$ cat config.mk
export PLATFORM = sky130hd
export DESIGN_NAME = dispatch_credit_ctrl
export DESIGN_NICKNAME = d
export VERILOG_FILES = /design/src/rtl/dispatch_credit_ctrl.sv
export SDC_FILE = /design/constraint.sdc
export NUM_CORES = 1
export LEC_CHECK = 0
export ABC_AREA = 0
export CAP_MARGIN = 20
export CORE_ASPECT_RATIO = 0.75
export CORE_MARGIN = 2
export CORE_UTILIZATION = 45
export CTS_BUF_LIST = sky130_fd_sc_hd__clkbuf_8 sky130_fd_sc_hd__clkbuf_16
export DETAILED_ROUTE_END_ITERATION = 8
export DONT_BUFFER_PORTS = 1
export PLACE_DENSITY_LB_ADDON = 0.08
export SLEW_MARGIN = 20
export SYNTH_ARGS = -nofsm -noshare
export SYNTH_HDL_FRONTEND = slang
export SYNTH_SLANG_ARGS = --single-unit
$ cat constraint.sdc
create_clock -name clk -period 3.8 [get_ports clk]
set_input_delay 0.76 -clock clk [delete_from_list [all_inputs] [get_ports clk]]
set_output_delay 0.76 -clock clk [all_outputs]
set_load 0.05 [all_outputs]
$ cat src/rtl/dispatch_credit_ctrl.sv
// Credit-based admission control for a dual-uOP dispatch bundle into the ALU/MDU/LSU reservation stations.
// Tracks free RS entries, gates dispatch, and counts stall cycles by cause.
module dispatch_credit_ctrl #(
  parameter int ALU_DEPTH = 8,
  parameter int MDU_DEPTH = 4,
  parameter int LSU_DEPTH = 8,
  parameter int CNT_W     = 4,
  parameter int PERF_W    = 32
) (
  input  logic              clk,
  input  logic              rst_n,
  input  logic              flush,
  input  logic              bundle_valid,
  input  logic [1:0]        alu_need,
  input  logic              mdu_need,
  input  logic [1:0]        lsu_need,
  input  logic              rob_ready,
  input  logic [1:0]        alu_free,
  input  logic              mdu_free,
  input  logic [1:0]        lsu_free,
  output logic              dispatch_fire,
  output logic              pause_req,
  output logic [CNT_W-1:0]  alu_credits,
  output logic [CNT_W-1:0]  mdu_credits,
  output logic [CNT_W-1:0]  lsu_credits,
  output logic [PERF_W-1:0] stall_rob_cnt,
  output logic [PERF_W-1:0] stall_rs_cnt,
  output logic              credit_err
);

  localparam logic [CNT_W-1:0]  ALU_FULL = CNT_W'(ALU_DEPTH);
  localparam logic [CNT_W-1:0]  MDU_FULL = CNT_W'(MDU_DEPTH);
  localparam logic [CNT_W-1:0]  LSU_FULL = CNT_W'(LSU_DEPTH);
  localparam logic [PERF_W-1:0] PERF_ONE = {{(PERF_W-1){1'b0}}, 1'b1};

  logic [CNT_W-1:0]  r_alu_cred;
  logic [CNT_W-1:0]  r_mdu_cred;
  logic [CNT_W-1:0]  r_lsu_cred;
  logic [PERF_W-1:0] r_stall_rob;
  logic [PERF_W-1:0] r_stall_rs;
  logic              r_err;

  logic              w_rs_ok;
  logic              w_fire;
  logic              w_pause;
  logic              w_rob_stall;
  logic              w_rs_stall;
  logic [1:0]        w_alu_take;
  logic [1:0]        w_mdu_take;
  logic [1:0]        w_lsu_take;
  logic [CNT_W:0]    w_alu_nx;
  logic [CNT_W:0]    w_mdu_nx;
  logic [CNT_W:0]    w_lsu_nx;

  // Returns {error, saturated credit}; the sum is formed one bit wider so overflow is visible.
  function automatic logic [CNT_W:0] f_next(input logic [CNT_W-1:0] cred,
                                            input logic [1:0]       take,
                                            input logic [1:0]       give,
                                            input logic [CNT_W-1:0] full);
    logic [CNT_W:0] sum;
    logic [CNT_W:0] take_w;
    logic [CNT_W:0] res;
    logic           err;
    sum    = {1'b0, cred} + {{(CNT_W-1){1'b0}}, give};
    take_w = {{(CNT_W-1){1'b0}}, take};
    err    = 1'b0;
    if (sum < take_w) begin
      res = '0;
      err = 1'b1;
    end else begin
      res = sum - take_w;
      if (res > {1'b0, full}) begin
        res = {1'b0, full};
        err = 1'b1;
      end
    end
    return {err, res[CNT_W-1:0]};
  endfunction

  assign w_rs_ok = (r_alu_cred >= {{(CNT_W-2){1'b0}}, alu_need}) &
                   (r_mdu_cred >= {{(CNT_W-1){1'b0}}, mdu_need}) &
                   (r_lsu_cred >= {{(CNT_W-2){1'b0}}, lsu_need});

  assign w_fire      = bundle_valid & rob_ready & w_rs_ok & ~flush;
  assign w_pause     = bundle_valid & ~flush & ~(rob_ready & w_rs_ok);
  assign w_rob_stall = bundle_valid & ~flush & ~rob_ready;
  assign w_rs_stall  = bundle_valid & ~flush & rob_ready & ~w_rs_ok;

  assign w_alu_take = w_fire ? alu_need : 2'd0;
  assign w_mdu_take = {1'b0, w_fire & mdu_need};
  assign w_lsu_take = w_fire ? lsu_need : 2'd0;

  assign w_alu_nx = f_next(r_alu_cred, w_alu_take, alu_free, ALU_FULL);
  assign w_mdu_nx = f_next(r_mdu_cred, w_mdu_take, {1'b0, mdu_free}, MDU_FULL);
  assign w_lsu_nx = f_next(r_lsu_cred, w_lsu_take, lsu_free, LSU_FULL);

  always_ff @(posedge clk or negedge rst_n) begin
    if (!rst_n) begin
      r_alu_cred  <= ALU_FULL;
      r_mdu_cred  <= MDU_FULL;
      r_lsu_cred  <= LSU_FULL;
      r_stall_rob <= '0;
      r_stall_rs  <= '0;
      r_err       <= 1'b0;
    end else begin
      if (flush) begin
        r_alu_cred <= ALU_FULL;
        r_mdu_cred <= MDU_FULL;
        r_lsu_cred <= LSU_FULL;
      end else begin
        r_alu_cred <= w_alu_nx[CNT_W-1:0];
        r_mdu_cred <= w_mdu_nx[CNT_W-1:0];
        r_lsu_cred <= w_lsu_nx[CNT_W-1:0];
        if (w_alu_nx[CNT_W] | w_mdu_nx[CNT_W] | w_lsu_nx[CNT_W]) begin
          r_err <= 1'b1;
        end
      end
      if (w_rob_stall && (r_stall_rob != '1)) begin
        r_stall_rob <= r_stall_rob + PERF_ONE;
      end
      if (w_rs_stall && (r_stall_rs != '1)) begin
        r_stall_rs <= r_stall_rs + PERF_ONE;
      end
    end
  end

  // Combinational handshakes are forced low while reset is held.
  assign dispatch_fire = rst_n & w_fire;
  assign pause_req     = rst_n & w_pause;
  assign alu_credits   = r_alu_cred;
  assign mdu_credits   = r_mdu_cred;
  assign lsu_credits   = r_lsu_cred;
  assign stall_rob_cnt = r_stall_rob;
  assign stall_rs_cnt  = r_stall_rs;
  assign credit_err    = r_err;

endmodule

==> summary.txt <==
Worst setup path
  • Worst EP required: roughly 4000 ps
  • CP Capture Point: credit_err
  • CP Capture Type: flop
  • Critical path, cell by cell: ha_1 -> nand2b_1 -> a2111oi_2 -> nor3_1 -> nand2_1 -> nor2_1 -> and2_1 -> ha_1 -> ha_1 -> xnor2_1 -> xnor2_1 -> a221oi_1 -> nand3_1 -> a211oi_1 -> o21bai_1
  • Kind of cell adding the most delay to the critical path: compound AO/OA/AOI/OAI gates
  • Worst path max stage delay: 430 ps
  • Slowest CP cell: a2111oi_2
  • Most frequent CP cell: ha_1
  • WP buf/inv: 0
  • R2R cell count: 13
  • Worst R2R Setup Slack: slightly above 400 ps
  • Crit Reg-Reg Endpoint: credit_err
  • Startpoint Class: input pin
  • Critical Path AT: ~3600 ps
  • R2r startpoint: lsu_credits[3]
  • Stages on the worst setup path: 15
  • Critical Path Start: lsu_need[0]
  • Crit Path Max Fanout: 6
  • Setup CP Type: in -> reg

Route
  • Final wirelength: about 9500 um
  • DR DRC count: 0
  • Vias per cell: approximately 5.5
  • Routed vias: approximately 3,200
  • Routed Antenna Nets: 0
  • Drt pass-1 iters: 4
  • DRT iter0 DRCs: roughly 170
  • WL/cell: approximately 16 um

Pwr
  • Pwr per Cell Area: around 570 nW/um2
  • VDD IR-drop max: 0.000318 V
  • P_leak: 0.00230 uW

Clocking
  • Latest clock arrival within the worst-skew pair: roughly 330 ps
  • Clock transition at the registers of the reported paths: about 50 ps
  • Maximum root-to-sink buffer count: 2
  • Clk sink count: 77
  • H-tree levels: 3
  • Post-CTS setup buffer count: 0
  • CTS Root Cell: clkbuf_16
  • TritonCTS Buffers: 9
  • CTS tree: done

Synthesis
  • Top-count cell post-synth: dfrtp_1
  • Synth area leader: dfrtp_1
  • Yosys cell types: 58
  • Largest cells by area after synthesis: dfrtp_1 (42%), xnor2_1 (7.3%), ha_1 (5.7%), xor2_1 (5.5%), and3_1 (3.4%)
  • Total of warnings raised by yosys: 0
  • Post-synthesis average cell area: slightly above 10 um2
  • Cells after synthesis: 432
  • Post-synthesis instance area: between 4000 and 5000 um2
  • Mapped Nets: 470
  • Sequential fraction of the synthesis area: a little over two fifths
  • Synth Register Bits: between 70 and 80
  • Number of synthesized flops with an enable pin: 0
  • Synth top area share: roughly two fifths
  • Commonest cells in the netlist: dfrtp_1 (74), xnor2_1 (37), nand2_1 (35)
  • Post-synth top flop: dfrtp_1
  • FFs w/ async S/R, synth: between 90% and 100%

Place
  • # port buffers: 0
  • Pre-CTS setup slack: -56.0 ps
  • Routability congestion estimate: about 0.83
  • Detailed Place HPWL: 7100 um

Timing
  • Tightest Pin Transition: roughly 640 ps
  • Final hold slack: ~120 ps
  • Final Hold Viols: 0
  • Minimum clock period: 3400 ps
  • Skew final: 4.74 ps
  • Setup WS post-layout: a little under 400 ps
  • Max Fclk: 294 MHz
  • Crit share post-route: 89.6%
  • Count of final setup violators: 0
  • Slew Limit Fails: 0
  • Slew HR: a little under three fifths
  • RSZ-0062 raised after global routing: false

Finish
  • Nets: between 400 and 500
  • Share of post-route cells with drive strength above 1: a little under an eighth
  • Area Overhead vs Synth: 12.6%
  • Ant diodes: 0
  • Fillers: roughly 900

Min path
  • HP Class: in -> async

Floorplanning
  • Die Area: about 11,000 um2
  • Num rows: 31
  • Die Span X: 119 um
  • Core area: slightly below 10,000 um2
  • Die H: between 80 and 90 um
  • Starting density of the core: a little under half
  • IO Pins: 94

GRT
  • Gr ovfl total: 0
  • First-pass GRT wire length: between 15,000 and 20,000 um
  • Total track usage: approximately a fifth
  • Initial antenna violation count: 0
  • Pin count of the biggest net entering global routing: 80
  • Via count of the first global-routing pass: 3,173

Outcome
  • Status: finished clean

Run
  • Max Cap Viol: 0
==> state kept, by name, summed over array words and instances (netlist names) <==
name and flops:
stall_rob_cnt 32, stall_rs_cnt 32, credit_err 1, alu_credits 4, mdu_credits 4, lsu_credits 4
==> stage by stage <==
stage | TNS, ps | total power (uW) | utilization (%) | cell area [um2] | cells
5_1_grt | 0 | 3030 | 51.8 | 4980 | 589
3_3_place_gp | 0 | 1990 | 48.7 | 4680 | 574
2_1_floorplan | 0 | 1790 | - | 4430 | 432
4_1_cts | 0 | 2870 | 51.7 | 4980 | 589
6_report | 0 | 2850 | 51.8 | 4980 | 589
3_5_place_dp | -92.1 | 2010 | 48.7 | 4680 | 574
==> layer usage <==
metal	vias up	global-route usage (%)	wire, um
met3	11	6.60	598
met5	-	0	0
met1	1547	25.5	4550
met2	84	27.6	4220
met4	0	6.55	125
li1	1587	-	-
==> where the power goes <==
part           leakage, uW  total (uW)  switching [uW]  internal [uW]
clock network     0.000155         839             306            533
logic              0.00111         838             498            340
registers          0.00104        1170             266            903
total              0.00230        2850            1070           1780
==> logic make-up after synthesis <==
group / after synthesis / synth area share, %
muxes: 7 / 1.84
buffers and inverters: 21 / 2.06
AOI/OAI and AO/OA: 43 / 7.66
other: 1 / 0.0847
DFF: 77 / 43.6
adders and majority gates: 23 / 7.01
and+or+nand+nor: 195 / 24.9
xor gates and xnor gates: 65 / 12.9
==> final cells by class <==
type	instances	area, um2	share of cell area [%]
Multi-Input combinational cell	334	2410	48.3
Sequential cell	77	1930	38.7
Clock buffer	11	253	5.07
Timing Repair Buffer	18	135	2.71
Inverter	13	48.8	0.979
Clock inverter	4	41.3	0.829
Tap cell	132	165	3.31
==> worst min path at each step <==
| stage | end | slack [ps] |
|---|---|---|
| final | mdu_credits[3] | 120 |
| after global placement | mdu_credits[3] | 470 |
| after floorplan | alu_credits[0] | 460 |
| after global routing | stall_rob_cnt[25] | 100 |
| after detailed placement | mdu_credits[3] | 470 |
| after CTS | mdu_credits[3] | 110 |
==> cells in the final DEF, fill, tap and decap left out, types with 2 or more instances in the layout <==
| master | Yosys | routed |
|---|---|---|
| nand4_1 | 21 | 21 |
| ha_1 | 20 | 20 |
| a32oi_1 | 2 | 2 |
| mux2_2 | 5 | 5 |
| clkbuf_8 | 0 | 2 |
| dfstp_2 | 3 | 3 |
| a21o_1 | 3 | 3 |
| or3_1 | 2 | 2 |
| nor2b_1 | 9 | 9 |
| o211ai_1 | 2 | 2 |
| nor2_1 | 24 | 24 |
| and4_1 | 9 | 9 |
| a31o_2 | 2 | 2 |
| clkbuf_16 | 0 | 9 |
| a2111oi_2 | 2 | 2 |
| or4_1 | 2 | 2 |
| nand2_1 | 35 | 35 |
| nand3_1 | 28 | 28 |
| fa_1 | 3 | 3 |
| a21oi_1 | 9 | 9 |
| nor3_1 | 14 | 14 |
| buf_4 | 1 | 18 |
| o21ai_0 | 5 | 5 |
| xor2_1 | 28 | 28 |
| and3_1 | 24 | 24 |
| inv_1 | 13 | 16 |
| nand2b_1 | 7 | 7 |
| xnor2_1 | 37 | 37 |
| nor3_2 | 3 | 3 |
| nor4_4 | 2 | 2 |
| dfrtp_1 | 74 | 74 |
| and2_1 | 9 | 9 |
==> repair_timing <==
| action | CTS | global route |
|---|---|---|
| hold buffers | 0 | 0 |
| gates resized for setup | 0 | 2 |
| setup endpoints to repair | 0 | 3 |
Power figures use the tool's default switching activity.
